--- config.mk ---
export PLATFORM = sky130hd
export DESIGN_NAME = multicycle_ctrl
export DESIGN_NICKNAME = d
export VERILOG_FILES = /design/src/rtl/cpu_ctrl_pkg.sv /design/src/rtl/perf_counters.sv /design/src/rtl/multicycle_ctrl.sv
export SDC_FILE = /design/constraint.sdc
export NUM_CORES = 1
export LEC_CHECK = 0
export ABC_AREA = 1
export BUFFER_PORTS_ARGS = -buffer_cell sky130_fd_sc_hd__clkbuf_2
export CAP_MARGIN = 5
export CORE_MARGIN = 2
export CORE_UTILIZATION = 39
export DETAILED_ROUTE_END_ITERATION = 7
export GPL_ROUTABILITY_DRIVEN = 0
export PLACE_DENSITY_LB_ADDON = 0.08
export SLEW_MARGIN = 20
export SYNTH_ARGS = -nofsm -noshare
export SYNTH_HDL_FRONTEND = slang
export SYNTH_SLANG_ARGS = --single-unit
--- constraint.sdc ---
create_clock -name clock -period 3.8 [get_ports clock]
set_clock_uncertainty 0.05 [all_clocks]
set_input_delay 0.38 -clock clock [delete_from_list [all_inputs] [get_ports clock]]
set_output_delay 0.38 -clock clock [all_outputs]
set_load 0.02 [all_outputs]
--- src/rtl/cpu_ctrl_pkg.sv ---
// rtl/cpu_ctrl_pkg.sv - shared encodings for the multi-cycle RV32I sequencer
package cpu_ctrl_pkg;

    typedef enum logic [2:0] {
        ST_FETCH     = 3'd0,
        ST_DECODE    = 3'd1,
        ST_EXECUTE   = 3'd2,
        ST_MEMORY    = 3'd3,
        ST_WRITEBACK = 3'd4,
        ST_TRAP      = 3'd5
    } state_t;

    typedef enum logic [3:0] {
        CLS_R,
        CLS_I,
        CLS_LOAD,
        CLS_STORE,
        CLS_BRANCH,
        CLS_JALR,
        CLS_JAL,
        CLS_AUIPC,
        CLS_LUI,
        CLS_ILLEGAL
    } instr_class_t;

    localparam logic [6:0] OP_R      = 7'b0110011;
    localparam logic [6:0] OP_I      = 7'b0010011;
    localparam logic [6:0] OP_LOAD   = 7'b0000011;
    localparam logic [6:0] OP_STORE  = 7'b0100011;
    localparam logic [6:0] OP_BRANCH = 7'b1100011;
    localparam logic [6:0] OP_JALR   = 7'b1100111;
    localparam logic [6:0] OP_JAL    = 7'b1101111;
    localparam logic [6:0] OP_AUIPC  = 7'b0010111;
    localparam logic [6:0] OP_LUI    = 7'b0110111;

    localparam logic [1:0] PC_PLUS4  = 2'd0;
    localparam logic [1:0] PC_TARGET = 2'd1;
    localparam logic [1:0] PC_JALR   = 2'd2;

    function automatic instr_class_t decode_class(input logic [6:0] op);
        case (op)
            OP_R:      return CLS_R;
            OP_I:      return CLS_I;
            OP_LOAD:   return CLS_LOAD;
            OP_STORE:  return CLS_STORE;
            OP_BRANCH: return CLS_BRANCH;
            OP_JALR:   return CLS_JALR;
            OP_JAL:    return CLS_JAL;
            OP_AUIPC:  return CLS_AUIPC;
            OP_LUI:    return CLS_LUI;
            default:   return CLS_ILLEGAL;
        endcase
    endfunction

endpackage

--- src/rtl/perf_counters.sv ---
// rtl/perf_counters.sv - wrapping cycle and retired-instruction counters
module perf_counters #(
    parameter int CNT_WIDTH = 32
) (
    input  logic                 clock,
    input  logic                 reset,
    input  logic                 count_en,
    input  logic                 retire,
    output logic [CNT_WIDTH-1:0] cycle_count,
    output logic [CNT_WIDTH-1:0] instret_count
);

    // Both counters wrap naturally and hold while count_en is low (trapped core).
    always_ff @(posedge clock) begin
        if (reset) begin
            cycle_count   <= '0;
            instret_count <= '0;
        end else if (count_en) begin
            cycle_count <= cycle_count + CNT_WIDTH'(1);
            if (retire) begin
                instret_count <= instret_count + CNT_WIDTH'(1);
            end
        end
    end

endmodule

--- src/rtl/multicycle_ctrl.sv ---
// rtl/multicycle_ctrl.sv - multi-cycle RV32I sequencer FSM with bus timeout; PERF_COUNTERS_EN adds perf counters
module multicycle_ctrl
    import cpu_ctrl_pkg::*;
#(
    parameter int MEM_TIMEOUT = 16,
    parameter int CNT_WIDTH   = 32
) (
    input  logic                 clock,
    input  logic                 reset,
    input  logic [6:0]           opcode,
    input  logic                 dec_write_enable,
    input  logic                 dec_branch,
    input  logic                 branch_taken,
    input  logic                 imem_ready,
    input  logic                 dmem_ready,
    output logic                 imem_req,
    output logic                 ir_load,
    output logic                 dmem_req,
    output logic                 dmem_rw,
    output logic                 regfile_we,
    output logic                 pc_write,
    output logic [1:0]           pc_sel,
    output logic [2:0]           state,
    output logic                 illegal_instr,
    output logic                 bus_error,
    output logic [CNT_WIDTH-1:0] cycle_count,
    output logic [CNT_WIDTH-1:0] instret_count
);

    // The wait counter only has to count up to MEM_TIMEOUT-1.
    localparam int WAIT_W = (MEM_TIMEOUT > 1) ? $clog2(MEM_TIMEOUT) : 1;

    state_t             state_q;
    state_t             state_next;
    instr_class_t       cls_q;
    logic               we_q;
    logic               br_q;
    logic [WAIT_W-1:0]  wait_q;
    logic               waiting;
    logic               timeout_hit;
    logic               set_illegal;
    logic               set_bus_err;
    logic               illegal_q;
    logic               bus_err_q;

    assign state         = state_q;
    assign illegal_instr = illegal_q;
    assign bus_error     = bus_err_q;

    assign waiting = ((state_q == ST_FETCH)  && !imem_ready) ||
                     ((state_q == ST_MEMORY) && !dmem_ready);

    // Trap on the MEM_TIMEOUT-th consecutive cycle without ready; ready in that cycle still wins.
    generate
        if (MEM_TIMEOUT != 0) begin : g_timeout
            assign timeout_hit = (wait_q == WAIT_W'(MEM_TIMEOUT - 1));
        end else begin : g_no_timeout
            assign timeout_hit = 1'b0;
        end
    endgenerate

    // State register.
    always_ff @(posedge clock) begin
        if (reset) begin
            state_q <= ST_FETCH;
        end else begin
            state_q <= state_next;
        end
    end

    // Latch instruction class and decoder flags while the IR is decoded.
    always_ff @(posedge clock) begin
        if (reset) begin
            cls_q <= CLS_R;
            we_q  <= 1'b0;
            br_q  <= 1'b0;
        end else if (state_q == ST_DECODE) begin
            cls_q <= decode_class(opcode);
            we_q  <= dec_write_enable;
            br_q  <= dec_branch;
        end
    end

    // Wait counter restarts on every state change and counts cycles stalled on ready.
    always_ff @(posedge clock) begin
        if (reset) begin
            wait_q <= '0;
        end else if (state_next != state_q) begin
            wait_q <= '0;
        end else if (waiting) begin
            wait_q <= wait_q + WAIT_W'(1);
        end
    end

    // Sticky trap causes, cleared only by reset.
    always_ff @(posedge clock) begin
        if (reset) begin
            illegal_q <= 1'b0;
            bus_err_q <= 1'b0;
        end else begin
            if (set_illegal) begin
                illegal_q <= 1'b1;
            end
            if (set_bus_err) begin
                bus_err_q <= 1'b1;
            end
        end
    end

    // Next-state and strobe decode; everything is held low while reset is asserted.
    always_comb begin
        state_next  = state_q;
        imem_req    = 1'b0;
        ir_load     = 1'b0;
        dmem_req    = 1'b0;
        dmem_rw     = 1'b0;
        regfile_we  = 1'b0;
        pc_write    = 1'b0;
        pc_sel      = PC_PLUS4;
        set_illegal = 1'b0;
        set_bus_err = 1'b0;
        if (!reset) begin
            case (state_q)
                ST_FETCH: begin
                    imem_req = 1'b1;
                    if (imem_ready) begin
                        ir_load    = 1'b1;
                        state_next = ST_DECODE;
                    end else if (timeout_hit) begin
                        set_bus_err = 1'b1;
                        state_next  = ST_TRAP;
                    end
                end
                ST_DECODE: begin
                    if (decode_class(opcode) == CLS_ILLEGAL) begin
                        set_illegal = 1'b1;
                        state_next  = ST_TRAP;
                    end else begin
                        state_next = ST_EXECUTE;
                    end
                end
                ST_EXECUTE: begin
                    case (cls_q)
                        CLS_LOAD, CLS_STORE: state_next = ST_MEMORY;
                        CLS_BRANCH: begin
                            // Take the target only when the decoder also flags a branch.
                            pc_write   = 1'b1;
                            pc_sel     = (branch_taken && br_q) ? PC_TARGET : PC_PLUS4;
                            state_next = ST_FETCH;
                        end
                        default: state_next = ST_WRITEBACK;
                    endcase
                end
                ST_MEMORY: begin
                    dmem_req = 1'b1;
                    dmem_rw  = (cls_q == CLS_STORE);
                    if (dmem_ready) begin
                        if (cls_q == CLS_STORE) begin
                            pc_write   = 1'b1;
                            state_next = ST_FETCH;
                        end else begin
                            state_next = ST_WRITEBACK;
                        end
                    end else if (timeout_hit) begin
                        set_bus_err = 1'b1;
                        state_next  = ST_TRAP;
                    end
                end
                ST_WRITEBACK: begin
                    regfile_we = we_q;
                    pc_write   = 1'b1;
                    case (cls_q)
                        CLS_JAL:  pc_sel = PC_TARGET;
                        CLS_JALR: pc_sel = PC_JALR;
                        default:  pc_sel = PC_PLUS4;
                    endcase
                    state_next = ST_FETCH;
                end
                ST_TRAP: state_next = ST_TRAP;
                default: state_next = ST_TRAP;
            endcase
        end
    end

`ifdef PERF_COUNTERS_EN
    // Every retire coincides with the PC update strobe.
    perf_counters #(
        .CNT_WIDTH (CNT_WIDTH)
    ) u_perf_counters (
        .clock         (clock),
        .reset         (reset),
        .count_en      (state_q != ST_TRAP),
        .retire        (pc_write),
        .cycle_count   (cycle_count),
        .instret_count (instret_count)
    );
`else
    assign cycle_count   = '0;
    assign instret_count = '0;
`endif

endmodule

; Word level (Yosys, flattened, before mapping)
; Index checks and enable logic that the tools add are counted.
[totals]
out_inout_bits = 77
regBits = 15
word_cells = 78
in_bits = 14
[op_classes]
mux = 40
eq_ne = 21
n_reduce_logical = 9
addsub = 1
[ops]
columns = cell, n
row1 = one-hot mux 4 bit (9 select lines), 1
row2 = 2-to-1 mux 1 bit, 24
row3 = equality test 7 x 6 -> 1 bit (second input constant), 3
row4 = equality test 7 bit (second input constant), 3
row5 = 2-to-1 mux 3 bit, 6
row6 = one-hot mux 3 bit (5 select lines), 1
row7 = equality test 7 x 5 -> 1 bit (second input constant), 2
row8 = equality test 4 x 3 -> 1 bit (second input constant), 3
row9 = equality test 4 x 2 -> 1 bit (second input constant), 2
row10 = equality test 4 bit (second input constant), 2
row11 = 2-to-1 mux 4 bit, 2
row12 = one-hot mux 2 bit (2 select lines), 2
row13 = equality test 7 x 2 -> 1 bit (second input constant), 1
row14 = equality test 3 x 2 -> 1 bit (second input constant), 2
row15 = one-hot mux 3 bit (2 select lines), 1
row16 = adder 4 x 1 -> 4 bit (second input constant), 1
row17 = OR reduction 2 bit, 2
row18 = equality test 3 x 1 -> 1 bit (second input constant), 1
row19 = equality test 3 bit (second input constant), 1
row20 = logical AND 1 bit, 3
row21 = logical NOT 3 bit, 1
row22 = inequality test 3 bit, 1
row23 = one-hot mux 1 bit (3 select lines), 1
row24 = logical NOT 1 bit, 2
row25 = 3 further kinds, 3

; Longest topological paths before layout
[depth]
depth_word = 10
depth_mapped = 13
depth_no_buf = 13

; Least setup slack after synthesis
; No wires, ideal clock.
[synth_path]
path_type = reg-to-output
start = register state_q[0] (netlist: state[0])
end = output dmem_rw
arrival_ns = 1.530
required_ns = 3.370
path_slack_ns = 1.840
n_path_buf = 0
stages_incl_launch_ff = 5
cell_sequence = dfxtp_1 > inv_2 > nor3_4 > inv_2 > nor4_1
[synth_between]
elab_chain_cells = 3
[synth_lines]
columns = element, line_no
row1 = "start, declared", multicycle_ctrl.sv:33  ; state_t state_q;
row2 = "start signal, assigned", multicycle_ctrl.sv:67  ; state_q <= state_next;
row3 = equality test 3 x 2 -> 1 bit, multicycle_ctrl.sv:123  ; case (state_q)
row4 = 2-to-1 mux 1 bit, multicycle_ctrl.sv:123
row5 = 2-to-1 mux 1 bit, multicycle_ctrl.sv:122  ; if (!reset) begin
row6 = "end, declared", multicycle_ctrl.sv:19  ; output logic dmem_rw,
; No other way between the ends.

; Worst setup path after layout
[layout_path]
start = register state_q[1] (netlist: state[1])
end = output dmem_rw
; The elaborated chain is that of the path after synthesis.

==> metrics.md <==
| Metric | Value |
|---|---|
| Status | finished clean |
| Critical Path, Cell by Cell | inv_2, nor3_4, inv_2, nor4_1, clkbuf_2 |
| CP bufs+invs | 3 |
| CTS max path bufs | 2 |
| Post-synth top area share | 31.1% |
| Initial antenna violation count | 0 |
| Clock Tree Root | clkbuf_8 |
| Area delta synth->final | -1.46% |
| Worst slew pin tran | 0.735 ns |
| Min Clock Period, post-route | 1.97 ns |
| Area leader, netlist | buf_4 |
| Clk slew on worst S/H paths | 0.06 ns |
| Final Setup Violations | 0 |
| 1st-iter DRT viols | 48 |
| Final Hold Viols | 0 |
| FF/Latch Area | 300 um2 |
| Power Density | 364 nW/um2 |
| Fill cell count | 432 |
| Register area share after synthesis | 19.4% |
| Area of the multi-input gates | 882 um2 |
| WP data required | 3.37 ns |
| Clk Latency, worst-skew pair | 0.25 ns |
| Final Cycle Share | 52.0% |
| Synth top area cells | buf_4 (31%), dfxtp_1 (19%), nand2_1 (7.0%) |
| Worst path arrival time | 1.54 ns |
| Die H | 66.9 um |
| IO Pins | 91 |
| Via count | 1256 |
| CTS tree | built |
| Worst Hold Class | input port to register |
| Routed WL per cell | 9.08 um |
| Worst hold path stage count | 3 |
| Cell family with most CP delay | flip-flops |
| Worst path slowest cell | dfxtp_1 |
| Final antenna-violating net count | 0 |
| Max incr delay on CP | 0.47 ns |
| Starting density of the core | 41.3% |
| Nets | 270 |
| Flops & latches, synth | 15 |
| H-tree depth | 1 |
| Drt drc | 0 |
| WP depth | 5 |
| Largest net degree at the start of global routing | 13 |
| Wire length of the first global-routing pass | 4350 um |
| Commonest non-fill, non-tap cell in the layout | conb_1 |
| Hold-fix buffers, CTS | 0 |
| DIE AREA | 4480 um2 |
| CP Class | register to output port |
| IO buf count | 26 |
| CP Max Fanout | 6 |
| Reg2Reg Depth | 5 |
| Net Sw Frac | 44.4% |
| Gr ovfl total | 0 |
| Post-CTS Setup Inserts | 0 |
| CTS Buf Count | 3 |
| CP Launch Type | register |
| Final max-slew violation count | 0 |
| Final HPWL DP | 2310 um |
| Syn. warnings | 0 |
| Core area | 3740 um2 |
| Max-cap viol count | 0 |
| Vias/cell | 4.16 |
| Comb power frac | 41.2% |
| Drt pass-1 iters | 4 |
| Share of cells above drive strength 1 | 20.9% |
| Rows | 22 |
| Cell area after synthesis | 1550 um2 |
| Worst R2R End | wait_q[1] |
| Sequential power share | 35.5% |
| Setup TNS | 0 ns |
| Max transition margin | 50.7% |
| Crit-path most repeated cell | inv_2 |
| Final setup margin | 1.83 ns |
| Placed insts | 298 |
| Max frequency | 0.506 GHz |
| Worst VDD drop | 219 uV |
| Die W | 66.9 um |
| Non-filler instance count after layout | 302 |
| Total wire length | 2740 um |
| Lkg Pwr | 0.811 nW |
| Hold Path Origin | dec_branch |
| Avg Cell Area, Syn | 6.78 um2 |
| Crit path capture type | output port |
| Yosys cell types | 30 |
| Total GRT Usage | 13.1% |
| Ant diodes | 0 |
| Clock Power Share | 23.3% |
| Sw Pwr | 246 uW |
| Hold WS | 0.311 ns |
| # clock sinks | 15 |
| RSZ-0062 raised after global routing | no |
| Pre-CTS setup slack | 1.92 ns |
| Most frequent cells in the layout | conb_1 (64), nand2_1 (29), clkbuf_2 (26) |
| Reg-to-Reg Start | state[2] |
| R2r setup slk | 1.92 ns |
| Vias in the first global route | 1001 |
| Cells resized by post-CTS repair | 0 |
| Mapped Cells | 228 |
| Worst Hold End | br_q |
| Pint | 309 uW |
## cells by family after synthesis
group / after synthesis / share of synthesized area [%]
muxes: 1 / 0.648
AOI/OAI and AO/OA: 19 / 7.04
and+or+nand+nor: 93 / 31.3
DFF: 15 / 19.4
buffers and inverters: 95 / 38.8
adders and majority gates: 1 / 0.810
other: 1 / 0.243
xor gates and xnor gates: 3 / 1.70
## tightest hold or removal path: stages
cell,delay (ns)
clkbuf_2,0.08
nor2_1,0.03
nor2_1,0.08
## how the worst max path moves through the flow
| stage | startpoint | to |
|---|---|---|
| final | state[1] | dmem_rw |
| after CTS | state[1] | dmem_rw |
| after detailed placement | state[2] | wait_q[2] |
| after global placement | state[2] | wait_q[3] |
| after global routing | state[2] | pc_write |
| after floorplan | state[0] | dmem_rw |
## per-layer routing
metal | vias up | global-route usage (%) | share of wire, %
met5 | - | 0 | 0
met4 | 0 | 5.36 | 1.4
met3 | 5 | 4.39 | 11
met2 | 70 | 21.1 | 44
met1 | 533 | 15.8 | 44
li1 | 648 | - | -
## through the flow
| stage | power [mW] | utilization, % | instance area [um2] |
|---|---|---|---|
| after floorplan | 0.437 | - | 1780 |
| after global placement | 0.432 | 39.5 | 1480 |
| after detailed placement | 0.429 | 39.5 | 1480 |
| after CTS | 0.560 | 40.7 | 1520 |
| after global routing | 0.601 | 40.7 | 1520 |
| final | 0.555 | 40.7 | 1520 |
## state kept, by name, indices dropped and copies added (netlist names)
name and cells:
wait_q 4, state 3, bus_error 1, br_q 1
illegal_instr 1, cls_q 4, we_q 1
## synth_stat cells, drive strengths merged
cell and count:
a211oi 1, a21oi 7, a31oi 1, buf 66, clkbuf 1, conb 1
dfxtp 15, ha 1, inv 28, mux2i 1, nand2 32, nand3 21
nand3b 1, nand4 3, nor2 26, nor3 9, nor4 1, o211ai 3
o21ai 6, o31ai 1, xnor2 3
## layout make-up
cell class                      instances  area share (%)
Timing Repair Buffer                   26            8.55
Tap cell                               48            3.94
Sequential cell                        15            19.7
Multi-Input combinational cell        181            57.9
Clock buffer                            4            2.96
Inverter                               28            6.90
## power by group through the flow
| stage | Sequential (mW) | Clock [mW] | Combinational, mW |
|---|---|---|---|
| floorplan | 0.205 | 0 | 0.232 |
| CTS | 0.197 | 0.134 | 0.230 |
| global placement | 0.201 | 0 | 0.231 |
| detailed placement | 0.200 | 0 | 0.229 |
| finish | 0.197 | 0.129 | 0.229 |
| global route | 0.200 | 0.143 | 0.257 |
(Power assumes the default switching activity.)
